$ cat src/rtl/line_draw_sequencer_pkg.sv
// Shared types and constants for the line draw sequencer and its endpoint mux.
package line_draw_sequencer_pkg;

    // Sequencer states; one edge walks LOAD -> CLEAR -> START -> DRAW.
    typedef enum logic [2:0] {
        S_IDLE  = 3'd0,
        S_LOAD  = 3'd1,
        S_CLEAR = 3'd2,
        S_START = 3'd3,
        S_DRAW  = 3'd4,
        S_DONE  = 3'd5
    } state_t;

    // Edge indices: which vertex pair feeds the datapath.
    localparam logic [1:0] EDGE_01 = 2'd0;
    localparam logic [1:0] EDGE_12 = 2'd1;
    localparam logic [1:0] EDGE_20 = 2'd2;

    // Default per-edge DRAW cycle limit before the watchdog aborts the edge.
    localparam int unsigned TIMEOUT_DEFAULT = 1048575;

endpackage

$ cat src/rtl/line_edge_select.sv
// Registered endpoint mux: captures the endpoint pair of the selected edge
// when i_load pulses and holds it stable until the next load.
module line_edge_select
    import line_draw_sequencer_pkg::*;
#(
    parameter int WIDTH = 10
) (
    input  logic             clk,
    input  logic             rst,
    input  logic             i_load,
    input  logic [1:0]       i_edge,
    input  logic [WIDTH-1:0] i_v0x,
    input  logic [WIDTH-1:0] i_v0y,
    input  logic [WIDTH-1:0] i_v1x,
    input  logic [WIDTH-1:0] i_v1y,
    input  logic [WIDTH-1:0] i_v2x,
    input  logic [WIDTH-1:0] i_v2y,
    output logic [WIDTH-1:0] o_x0,
    output logic [WIDTH-1:0] o_y0,
    output logic [WIDTH-1:0] o_x1,
    output logic [WIDTH-1:0] o_y1
);

    logic [WIDTH-1:0] r_x0;
    logic [WIDTH-1:0] r_y0;
    logic [WIDTH-1:0] r_x1;
    logic [WIDTH-1:0] r_y1;

    // Capture the selected vertex pair on load; hold otherwise.
    always_ff @(posedge clk) begin
        if (rst) begin
            r_x0 <= '0;
            r_y0 <= '0;
            r_x1 <= '0;
            r_y1 <= '0;
        end else if (i_load) begin
            case (i_edge)
                EDGE_01: begin
                    r_x0 <= i_v0x;
                    r_y0 <= i_v0y;
                    r_x1 <= i_v1x;
                    r_y1 <= i_v1y;
                end
                EDGE_12: begin
                    r_x0 <= i_v1x;
                    r_y0 <= i_v1y;
                    r_x1 <= i_v2x;
                    r_y1 <= i_v2y;
                end
                default: begin
                    r_x0 <= i_v2x;
                    r_y0 <= i_v2y;
                    r_x1 <= i_v0x;
                    r_y1 <= i_v0y;
                end
            endcase
        end
    end

    assign o_x0 = r_x0;
    assign o_y0 = r_y0;
    assign o_x1 = r_x1;
    assign o_y1 = r_y1;

endmodule

$ cat src/rtl/line_draw_sequencer.sv
// Control sequencer for the line drawing datapath: accepts a line or triangle
// request and walks the datapath through load/clear/start/draw for each edge.
//
// Request handshake: a request transfers on a rising clk edge where
// req_valid && req_ready are both high. req_ready is high only in IDLE (and
// never while rst is high); a request held valid while not ready is neither
// taken nor dropped, it transfers on the first IDLE cycle.
module line_draw_sequencer
    import line_draw_sequencer_pkg::*;
#(
    parameter int          WIDTH   = 10,
    parameter int unsigned TIMEOUT = TIMEOUT_DEFAULT
) (
    input  logic             clk,
    input  logic             rst,
    input  logic             req_valid,
    output logic             req_ready,
    input  logic             req_tri,
    input  logic [WIDTH-1:0] v0x,
    input  logic [WIDTH-1:0] v0y,
    input  logic [WIDTH-1:0] v1x,
    input  logic [WIDTH-1:0] v1y,
    input  logic [WIDTH-1:0] v2x,
    input  logic [WIDTH-1:0] v2y,
    input  logic             fb_ready,
    input  logic             finish,
    output logic [WIDTH-1:0] x0,
    output logic [WIDTH-1:0] y0,
    output logic [WIDTH-1:0] x1,
    output logic [WIDTH-1:0] y1,
    output logic             en_Precomputed,
    output logic             rst_Precomputed,
    output logic             rst_fragment,
    output logic             start_fragment,
    output logic             en_FB_reg,
    output logic             busy,
    output logic             done,
    output logic             timeout_err,
    output logic [1:0]       edge_idx,
    output state_t           dbg_state
);

    // Watchdog sizing; a zero TIMEOUT keeps a 1-bit counter that never expires.
    localparam int             WD_W    = (TIMEOUT == 0) ? 1 : $clog2(TIMEOUT + 1);
    localparam bit             WD_EN   = (TIMEOUT != 0);
    localparam logic [WD_W-1:0] WD_LAST = (TIMEOUT == 0) ? '0 : WD_W'(TIMEOUT - 1);

    state_t           r_state;
    logic [1:0]       r_edge;
    logic [1:0]       r_last;
    logic [WD_W-1:0]  r_wd;
    logic             r_timeout_err;
    logic             r_en_pre;
    logic             r_clr;
    logic             r_start;
    logic             r_done;
    logic             r_busy;
    logic [WIDTH-1:0] r_v0x;
    logic [WIDTH-1:0] r_v0y;
    logic [WIDTH-1:0] r_v1x;
    logic [WIDTH-1:0] r_v1y;
    logic [WIDTH-1:0] r_v2x;
    logic [WIDTH-1:0] r_v2y;

    logic             w_accept;
    logic             w_expire;
    logic             w_edge_end;
    logic             w_is_last;
    logic             w_sel_load;
    logic [1:0]       w_sel_edge;
    logic [WIDTH-1:0] w_sel_v0x;
    logic [WIDTH-1:0] w_sel_v0y;
    logic [WIDTH-1:0] w_sel_v1x;
    logic [WIDTH-1:0] w_sel_v1y;
    logic [WIDTH-1:0] w_sel_v2x;
    logic [WIDTH-1:0] w_sel_v2y;

    assign w_accept   = (r_state == S_IDLE) && req_valid;
    assign w_expire   = WD_EN && (r_wd == WD_LAST);
    assign w_edge_end = (r_state == S_DRAW) && (finish || w_expire);
    assign w_is_last  = (r_edge == r_last);

    // Endpoint mux load: on accept use the incoming vertices so endpoints are
    // ready in LOAD; on a non-last edge end use the latched vertices.
    always_comb begin
        w_sel_load = 1'b0;
        w_sel_edge = EDGE_01;
        w_sel_v0x  = r_v0x;
        w_sel_v0y  = r_v0y;
        w_sel_v1x  = r_v1x;
        w_sel_v1y  = r_v1y;
        w_sel_v2x  = r_v2x;
        w_sel_v2y  = r_v2y;
        if (w_accept) begin
            w_sel_load = 1'b1;
            w_sel_v0x  = v0x;
            w_sel_v0y  = v0y;
            w_sel_v1x  = v1x;
            w_sel_v1y  = v1y;
            w_sel_v2x  = v2x;
            w_sel_v2y  = v2y;
        end else if (w_edge_end && !w_is_last) begin
            w_sel_load = 1'b1;
            w_sel_edge = r_edge + 2'd1;
        end
    end

    // Sequencer FSM, watchdog and registered control pulses.
    always_ff @(posedge clk) begin
        if (rst) begin
            r_state       <= S_IDLE;
            r_edge        <= EDGE_01;
            r_last        <= EDGE_01;
            r_wd          <= '0;
            r_timeout_err <= 1'b0;
            r_en_pre      <= 1'b0;
            r_clr         <= 1'b0;
            r_start       <= 1'b0;
            r_done        <= 1'b0;
            r_busy        <= 1'b0;
            r_v0x         <= '0;
            r_v0y         <= '0;
            r_v1x         <= '0;
            r_v1y         <= '0;
            r_v2x         <= '0;
            r_v2y         <= '0;
        end else begin
            r_en_pre <= 1'b0;
            r_clr    <= 1'b0;
            r_start  <= 1'b0;
            r_done   <= 1'b0;
            case (r_state)
                S_IDLE: begin
                    if (req_valid) begin
                        r_v0x         <= v0x;
                        r_v0y         <= v0y;
                        r_v1x         <= v1x;
                        r_v1y         <= v1y;
                        r_v2x         <= v2x;
                        r_v2y         <= v2y;
                        r_edge        <= EDGE_01;
                        r_last        <= req_tri ? EDGE_20 : EDGE_01;
                        r_timeout_err <= 1'b0;
                        r_en_pre      <= 1'b1;
                        r_busy        <= 1'b1;
                        r_state       <= S_LOAD;
                    end
                end
                S_LOAD: begin
                    r_clr   <= 1'b1;
                    r_state <= S_CLEAR;
                end
                S_CLEAR: begin
                    r_start <= 1'b1;
                    r_state <= S_START;
                end
                S_START: begin
                    r_wd    <= '0;
                    r_state <= S_DRAW;
                end
                S_DRAW: begin
                    r_wd <= r_wd + 1'b1;
                    if (finish || w_expire) begin
                        // finish wins over a coincident expiry
                        if (!finish) begin
                            r_timeout_err <= 1'b1;
                        end
                        if (w_is_last) begin
                            r_done  <= 1'b1;
                            r_state <= S_DONE;
                        end else begin
                            r_edge   <= r_edge + 2'd1;
                            r_en_pre <= 1'b1;
                            r_state  <= S_LOAD;
                        end
                    end
                end
                S_DONE: begin
                    r_busy  <= 1'b0;
                    r_state <= S_IDLE;
                end
                default: begin
                    r_busy  <= 1'b0;
                    r_state <= S_IDLE;
                end
            endcase
        end
    end

    line_edge_select #(
        .WIDTH (WIDTH)
    ) u_edge_select (
        .clk    (clk),
        .rst    (rst),
        .i_load (w_sel_load),
        .i_edge (w_sel_edge),
        .i_v0x  (w_sel_v0x),
        .i_v0y  (w_sel_v0y),
        .i_v1x  (w_sel_v1x),
        .i_v1y  (w_sel_v1y),
        .i_v2x  (w_sel_v2x),
        .i_v2y  (w_sel_v2y),
        .o_x0   (x0),
        .o_y0   (y0),
        .o_x1   (x1),
        .o_y1   (y1)
    );

    assign req_ready       = (r_state == S_IDLE) && !rst;
    assign busy            = r_busy;
    assign done            = r_done;
    assign timeout_err     = r_timeout_err;
    assign edge_idx        = r_edge;
    assign en_Precomputed  = r_en_pre;
    assign rst_Precomputed = rst;
    assign rst_fragment    = rst | r_clr;
    assign start_fragment  = r_start;
    assign en_FB_reg       = (r_state == S_DRAW) && fb_ready && !rst;
    assign dbg_state       = r_state;

endmodule

$ cat config.mk
export PLATFORM = sky130hd
export DESIGN_NAME = line_draw_sequencer
export DESIGN_NICKNAME = d
export VERILOG_FILES = /design/src/rtl/line_draw_sequencer_pkg.sv /design/src/rtl/line_edge_select.sv /design/src/rtl/line_draw_sequencer.sv
export SDC_FILE = /design/constraint.sdc
export NUM_CORES = 1
export LEC_CHECK = 0
export CORE_ASPECT_RATIO = 1.75
export CORE_UTILIZATION = 53
export DETAILED_ROUTE_END_ITERATION = 10
export PLACE_DENSITY = 0.92
export SETUP_SLACK_MARGIN = 0.1
export SYNTH_ARGS = -nofsm -noshare
export SYNTH_HDL_FRONTEND = slang
export SYNTH_HIERARCHICAL = 1
export SYNTH_SLANG_ARGS = --single-unit
$ cat constraint.sdc
create_clock -name clk -period 2.8 [get_ports clk]
set_input_delay 0.42 -clock clk [delete_from_list [all_inputs] [get_ports clk]]
set_output_delay 0.42 -clock clk [all_outputs]
set_load 0.1 [all_outputs]
==> results of run 1 <==
worst max-delay path, cell delays in order (launching register included):
cell and delay [ns]:
dfxtp_1 0.38, nand4_1 0.18, nor3_2 0.32, a41o_2 0.33, nand3_4 0.15, nand2_2 0.11, or3b_2 0.46, buf_4 0.26
o221ai_2 0.17
registers in the layout, summed over array words and instances (netlist names), 2 cells and up:
| name | count |
|---|---|
| dbg_state | 3 |
| edge_idx | 2 |
| r_v0x | 10 |
| r_v0y | 10 |
| r_v1x | 10 |
| r_v1y | 10 |
| r_v2x | 10 |
| r_v2y | 10 |
| r_wd | 20 |
| u_edge_select/o_x0 | 10 |
| u_edge_select/o_x1 | 10 |
| u_edge_select/o_y0 | 10 |
| u_edge_select/o_y1 | 10 |
synthesized netlist by cell type (all sizes together), types with 6 or more instances:
library cell | instances | area (µm²)
a21oi | 12 | 60.1
buf | 41 | 279
clkbuf | 23 | 86.3
dfxtp | 132 | 2640
mux2 | 11 | 128
mux2i | 40 | 400
nand2 | 205 | 772
nand2b | 41 | 257
nand3 | 13 | 77.6
nand4 | 6 | 43.8
nand4b | 40 | 350
nor2 | 27 | 101
nor2b | 61 | 382
nor3 | 6 | 41.3
o21ai | 6 | 30.0
o221ai | 40 | 601
what timing repair did:
action                                  4_1_cts  5_1_grt
endpoints found under the setup margin        0       40
setup buffers                                 0        0
resized for setup                             0        2
per-layer routing:
| metal | GRT usage (%) | vias to the layer above | part of all wire [%] |
|---|---|---|---|
| met5 | 0 | - | 0 |
| met3 | 4.80 | 29 | 4.0 |
| met1 | 28.2 | 2657 | 40 |
| li1 | - | 2735 | - |
| met4 | 10.4 | 0 | 2.8 |
| met2 | 44.0 | 144 | 53 |
layout make-up:
cell class              count  area (µm²)  area share (%)
repair buffers            131        1190            14.5
clock inverters             5        52.6           0.640
well taps                 165         206            2.52
flip-flops and latches    132        2650            32.2
inverters                   3        11.3           0.137
multi-input cells         547        3620            44.1
clock buffers              24         482            5.87
worst paths after layout:
path / slack (ns) / to / startpoint
setup reg to reg: 0.33 / u_edge_select/o_x1[9] / r_wd[12]
hold / removal: 0.42 / r_v1x[2] / rst
hold reg to reg: 0.49 / r_last[1] / r_last[1]
setup / recovery: 0.33 / u_edge_select/o_x1[9] / r_wd[12]
report_power, final:
| part | switching (mW) | total (mW) | internal [mW] | leakage [nW] |
|---|---|---|---|---|
| combinational | 0.893 | 1.30 | 0.403 | 1.80 |
| sequential | 0.0740 | 2.09 | 2.01 | 1.08 |
| clock | 0.737 | 2.01 | 1.27 | 0.262 |
| total | 1.70 | 5.39 | 3.69 | 3.14 |
logic make-up (layout without fill, tap and decap cells):
| kind of cell | after synthesis | in the layout |
|---|---|---|
| fa+ha+maj | 2 | 2 |
| xor+xnor | 3 | 3 |
| mux | 51 | 51 |
| flops | 132 | 132 |
| buf+inv | 67 | 163 |
| compound gates | 68 | 68 |
| simple gates | 423 | 423 |
per-stage QoR:
| step | cell area (µm²) | hold slack [ns] | setup slack [ns] | instances |
|---|---|---|---|---|
| after CTS | 8200 | 0.407 | 0.247 | 1007 |
| after global routing | 8210 | 0.426 | 0.158 | 1007 |
| after detailed placement | 7660 | 0.455 | 0.316 | 978 |
| after global placement | 7660 | 0.457 | 0.381 | 978 |
| after floorplan | 6620 | 0.448 | 0.135 | 746 |
| final | 8210 | 0.423 | 0.334 | 1007 |
==> metrics, run 1 <==
largest net degree at the start of global routing=126; status=complete, no violations; Initial Util=a little over half; routed vias=between 5000 and 6000; Placer Congestion=about 0.79; Final Hold Fails=0; Avg Vias per Cell=roughly 5.5; simple-gate share of the synthesized area=between 30% and 40%; clk slew on worst S/H paths=approximately 0.050 ns; RSZ-0062 raised after global routing=no; Clock Skew=about 0.0064 ns; Post-synth EDFFs=0; Final Cycle Share=88.1%; CTS Buf Count=17; Mapped Avg Cell Area=8.83 µm²; worst min-delay path class=input port to flip-flop; Post-Syn Area=around 6600 µm²; Post-Route WL=about 16000 µm; # diodes=0; Max Fclk=0.406 GHz; endpoints failing setup=0; commonest non-fill, non-tap cell in the layout=nand2_1; CP max FO=20; first-pass GRT wire length=approximately 25000 µm; min Tclk post-route=roughly 2.5 ns; largest family of logic cells by synthesized area=simple AND/OR/NAND/NOR gates; Die Y=roughly 150 µm; First-pass DRT Iterations=6; Pwr per Cell Area=approximately 660 nW/µm²; Synth Area in Compound Gates=between 10% and 20%; clock buffer depth=2; Setup TNS=0 ns; xor and xnor fraction of the mapped netlist area=0.399%; GRT overflow=0; Power, Total=about 5.4 mW; clk sinks=around 130; Leak=between 3 and 4 nW; # fillers=975; Wirelength per Cell=15.4 µm; Crit. End Element=flip-flop; async set-reset flop share out of synthesis=0%; Top Ports=120; detailed placement HPWL=around 10000 µm; CTS H-tree lvls=4; mux cell area share after synthesis=roughly 8.0%; DRC errors left=0; Clock Latency Late Sink=0.40 ns; die area=roughly 13000 µm²; most frequent cells in the layout=203 x nand2_1, 130 x dfxtp_1, 64 x clkdlybuf4s50_1; gr usage total=24.7%; Post-CTS Hold Buffers=0; Reg2Reg Depth=8; Post-Synth Adder-Cell Area=less than 1%; initial antenna violation count=0; fin. max-slew vios=0; Worst EP required=3.12 ns; Post-Syn Instances=~750; Hold Crit Depth=2; first-iteration detailed-routing DRC count=about 260; FF+latch count, synth=between 100 and 150; Ys Warns=6; critical path launch point type=flip-flop; # Max-Cap Violations=0; part of the Yosys area used for sequential elements=approximately two fifths; clock root buffer=clkbuf_16; Core Util, Final=just under 70%; Port Buffers=around 120; share of layout cells above drive strength 1=18.6%; unique cell type count in the Yosys netlist=48; top_reg_cell synth=dfxtp_1; Area Growth Syn to Fin=24.5%; CP Data Arrival Time=between 2 and 3 ns; core area=between 10000 and 15000 µm²; vias in the first global route=~5400; max_slew headroom=between 50% and 60%; Core Rows=53; Setup Crit Path Kind=flip-flop to flip-flop; Final nets=900; Post-DRT Antenna Nets=0; maximum VDD drop=around 0.41 mV; Die W=~86 µm; Syn Nets=~810; CTS tree=done; worst slew pin tran=just over 0.7 ns
Note: power is estimated with default switching activity, not from simulation.
==> run 2: changes to the inputs <==
CTS_CLUSTER_SIZE = 10   (was not set)
==> results of run 2 <==
Final layout, timing and power as in run 1 (identical DEF).
==> variant 1, RTL diff (settings of run 2) <==
`WIDTH` is set to 10 in 2 places; all go to 5.
--- a/src/rtl/line_edge_select.sv
+++ b/src/rtl/line_edge_select.sv
@@ -5,3 +5,3 @@
 #(
-    parameter int WIDTH = 10
+    parameter int WIDTH = 5
 ) (
--- a/src/rtl/line_draw_sequencer.sv
+++ b/src/rtl/line_draw_sequencer.sv
@@ -10,3 +10,3 @@
 #(
-    parameter int          WIDTH   = 10,
+    parameter int          WIDTH   = 5,
     parameter int unsigned TIMEOUT = TIMEOUT_DEFAULT
Ports: changed (10 resized); port bits go from 120 to 70. No check against the original RTL was run, so the function may have changed too.
==> variant 1 against run 2 <==
Count of clock-buffer cells in the layout down 15. Area after synthesis fell by 39%. Cell area down 39%. First-iteration DRC count decreased by 7.4%. Sequential cell count fell by 50. Wire length shrank 35%. Critical endpoint is now u_edge_select/o_y1[1]. Power down 42%. Setup slack improved by 0.059 ns. Utilization grew 0.34 points.
==> variant 1: results <==
[status]
outcome = "complete, no violations"

[drt]
wl_per_cell_microns = 16.45
drtIter0Drc = 237
firstDrtPassIters = 4

[yosys]
syn_nets = 501
synthAdderAreaFrac_pct = 0.6242
synth-compound-area-share_pct = 12.98
yosys-top-cells-area = "dfxtp_1, nand2_1, o221ai_2"
synth.area.mux_share_pct = 6.929
synthXorXnorAreaFrac_pct = 0.6554
yosysSeqAreaShare_pct = 40.95

[critical_path]
crit_slowest_cell = "or3_1"
crit_family = "simple AND/OR/NAND/NOR gates"
crit_arrival_ns = 2.62

[finish]
fillers = 549
layout-drive-gt1-share_pct = 17.94
nets = 557

[placed_design]
numPortBuffers = 69
dp_hpwl_microns = 6816
finalWeightedCongestion = 0.8070

[cts]
htree_levels = 3
clk_latency_ns = 0.34
numCtsBuffers = 9

[timing]
fin_skew_ns = 0.005039
worst_pin_slew_ns = 0.7433

[global_route]
grt_pass1_vias = 3395
grt_usage_pct = 27.20
grt_pass1_wl_microns = 15900

[worst_hold_path]
min_path_type = "reg2reg"

[power]
leakage_nw = 1.899
ir_worst_vdd_mv = 0.4054
switchingPower_mw = 1.060
## variant 1: changes by cell type in the layout (fill, tap and decap cells not counted), sizes merged, moves of 20 or more
cell / run 2 / this run
clkdlybuf4s50: 64 / 34
nor2b: 61 / 1
dfxtp: 132 / 82
and2: 2 / 34
nand2: 205 / 107
nand4b: 40 / 20
## variant 1: per-layer routing
layer	part of all wire (%)	vias to the layer above	wire, microns	GRT usage [%]
met5	0	-	0	0
met3	4.3	31	429	6.105
li1	-	1727	-	-
met1	37	1688	3731	27.80
met2	53	104	5350	47.79
met4	5.2	0	524	18.01
## variant 1: area by class of cell
type / instances / area share, %
inverters: 3 / 0.2262
flip-flops and latches: 82 / 33.06
repair buffers: 82 / 14.78
multi-input cells: 341 / 44.17
clock buffers: 9 / 4.525
well taps: 86 / 2.162
clock inverters: 7 / 1.081
## variant 1: path summary, 6_finish.rpt
path	from	end	slack (ns)	cells past startpoint
setup / recovery	r_wd[0]	u_edge_select/o_y1[1]	0.39	10
hold / removal	r_wd[18]	r_wd[18]	0.48	1
setup reg to reg	r_wd[0]	u_edge_select/o_y1[1]	0.39	10
hold reg to reg	r_wd[18]	r_wd[18]	0.48	1
## variant 1: power by group through the flow
| stage | combinational, mW | clock, mW | sequential (mW) |
|---|---|---|---|
| after global placement | 0.715 | 0 | 1.30 |
| after detailed placement | 0.733 | 0 | 1.30 |
| final | 0.738 | 1.11 | 1.28 |
| after global routing | 0.785 | 1.16 | 1.28 |
| after CTS | 0.737 | 1.12 | 1.28 |
| after floorplan | 0.340 | 0 | 1.50 |
## variant 1: stage by stage
step / util (%) / total power, mW / cells / area, sq um
6_report: 68.33 / 3.124 / 610 / 4977
5_1_grt: 68.33 / 3.233 / 610 / 4977
4_1_cts: 68.33 / 3.135 / 610 / 4977
3_5_place_dp: 64.50 / 2.036 / 594 / 4698
3_3_place_gp: 64.50 / 2.015 / 594 / 4698
2_1_floorplan: - / 1.842 / 463 / 4028
## variant 1: worst register-to-register path, stage by stage, from the launching register on
cell      delay (ns)
dfxtp_1         0.34
inv_1           0.07
ha_1            0.14
nand4_1         0.09
nor2_1          0.19
a31oi_1         0.16
or3_1           0.42
nor2_2          0.16
buf_12          0.20
mux2i_1         0.34
o221ai_2        0.17
## variant 1: logic make-up after synthesis
logic type / count (synthesis)
xor+xnor: 3
simple gates: 255
mux: 27
fa+ha+maj: 2
buf+inv: 40
flops: 82
compound gates: 54
==> variant 2, RTL diff (settings of run 2) <==
Made on the original files. Reset style: asynchronous (`rst`), changed in 2 clocked blocks.
--- a/src/rtl/line_edge_select.sv
+++ b/src/rtl/line_edge_select.sv
@@ -29,3 +29,3 @@
     // Capture the selected vertex pair on load; hold otherwise.
-    always_ff @(posedge clk) begin
+    always_ff @(posedge clk or posedge rst) begin
         if (rst) begin
--- a/src/rtl/line_draw_sequencer.sv
+++ b/src/rtl/line_draw_sequencer.sv
@@ -108,3 +108,3 @@
     // Sequencer FSM, watchdog and registered control pulses.
-    always_ff @(posedge clk) begin
+    always_ff @(posedge clk or posedge rst) begin
         if (rst) begin
Formal check against the unedited RTL: differs if rst is asserted again (counterexample within 4 cycles, from zero or initial values and one cycle with rst high); with rst held inactive, the same outputs for 10 cycles.
==> variant 2 against run 2 <==
Final cell count down 26%. Sequential cell count is the same. Cell area down 2.4%. Worst hold slack improved by 0.070 ns. Fmax fell by 6.8%. Area after synthesis decreased by 7.5%. Global-route usage up 2.7 points. Setup slack worse by 0.18 ns. Wire length increased by 1.4%.
Power is not compared: it rests on default switching activity, and its combinational part moved more than twofold at a synthesized area within 25%.
==> variant 2: results <==
[finish]
fillers = 713
nMultiInputCombCells = 302
layout-drive-gt1-share_pct = 35.86
final_common_cell = "dfrtp_1"
area_growth_syn_to_layout_pct = 31.29
inv_count = 6
n_antenna_cell = 2
sh_seq_area_pct = 41.26
multi_input_area_sq_mm = 0.002653
buf_share_pct = 16.32
design.seq.count = 132
nets = 666
signal_buffers = 139
nClkBuffers = 23

[global_route]
antenna_found_initial = 2
grt_max_degree = 93
grt_usage_pct = 27.33
grt_pass1_wl_microns = 25050
grt_pass1_vias = 4865

[yosys]
synth-compound-area-share_pct = 10.79
synth.area.mux_share_pct = 19.43
yosysSeqAreaShare_pct = 54.16
yosysUniqueCellTypes = 44
syn_area_sq_mm = 0.006098
yosys-top-cells-area = "dfrtp_1, mux2_2, a221o_1"
synthFlopType = "dfrtp_1"
synthAdderAreaFrac_pct = 0.4103
syn_nets = 537
synthArstFlopShare_pct = 100.0

[drt]
wirelength_microns = 15720
route.vias.total = 4496
drtIter0Drc = 316
firstDrtPassIters = 4

[placed_design]
finalWeightedCongestion = 0.8330
dp_hpwl_microns = 10170
place_area_sq_mm = 0.007412

[critical_path]
rr_worst_depth = 9
crit_arrival_ns = 2.93
cpPeakStageDelay_ns = 0.44
cp-endpoint = "u_edge_select/o_y1[9]"
r2r_setup_slack_ns = 0.15
startpoint = "r_wd[0]"

[worst_hold_path]
min-delay-start = "r_wd[11]"
min_path_type = "reg2reg"

[cts]
ctsResizeCount = 1
clock_path_buffers = 2

[status]
outcome = "complete, no violations"

[power]
switchingPower_mw = 5.017

[timing]
fin_skew_ns = 0.005357
==> variant 2: per-stage QoR <==
step | setup TNS (ns) | hold WS (ns) | instances | setup WS (ns) | util, %
2_1_floorplan | -1.561 | 0.4479 | 469 | -0.07095 | -
3_3_place_gp | 0 | 0.4652 | 708 | 0.2115 | 66.38
3_5_place_dp | 0 | 0.4813 | 708 | 0.09030 | 66.38
4_1_cts | 0 | 0.4919 | 738 | 0.1410 | 71.41
5_1_grt | 0 | 0.4974 | 742 | 0.1159 | 71.70
6_report | 0 | 0.4926 | 742 | 0.1548 | 71.70
==> variant 2: power by group through the flow <==
stage                     clock network (mW)  registers (mW)  logic [mW]
after floorplan                            0            5.25        2.14
after global placement                     0            3.06        5.43
after detailed placement                   0            3.10        5.63
after CTS                               2.12            3.10        5.69
after global routing                    2.21            3.17        5.93
final                                   2.11            3.10        5.70
==> variant 2: metal layers <==
layer	GRT usage [%]	share of wire, %
met1	30.20	37
met4	19.24	4.8
met5	0	0
met3	5.572	3.9
met2	47.02	54
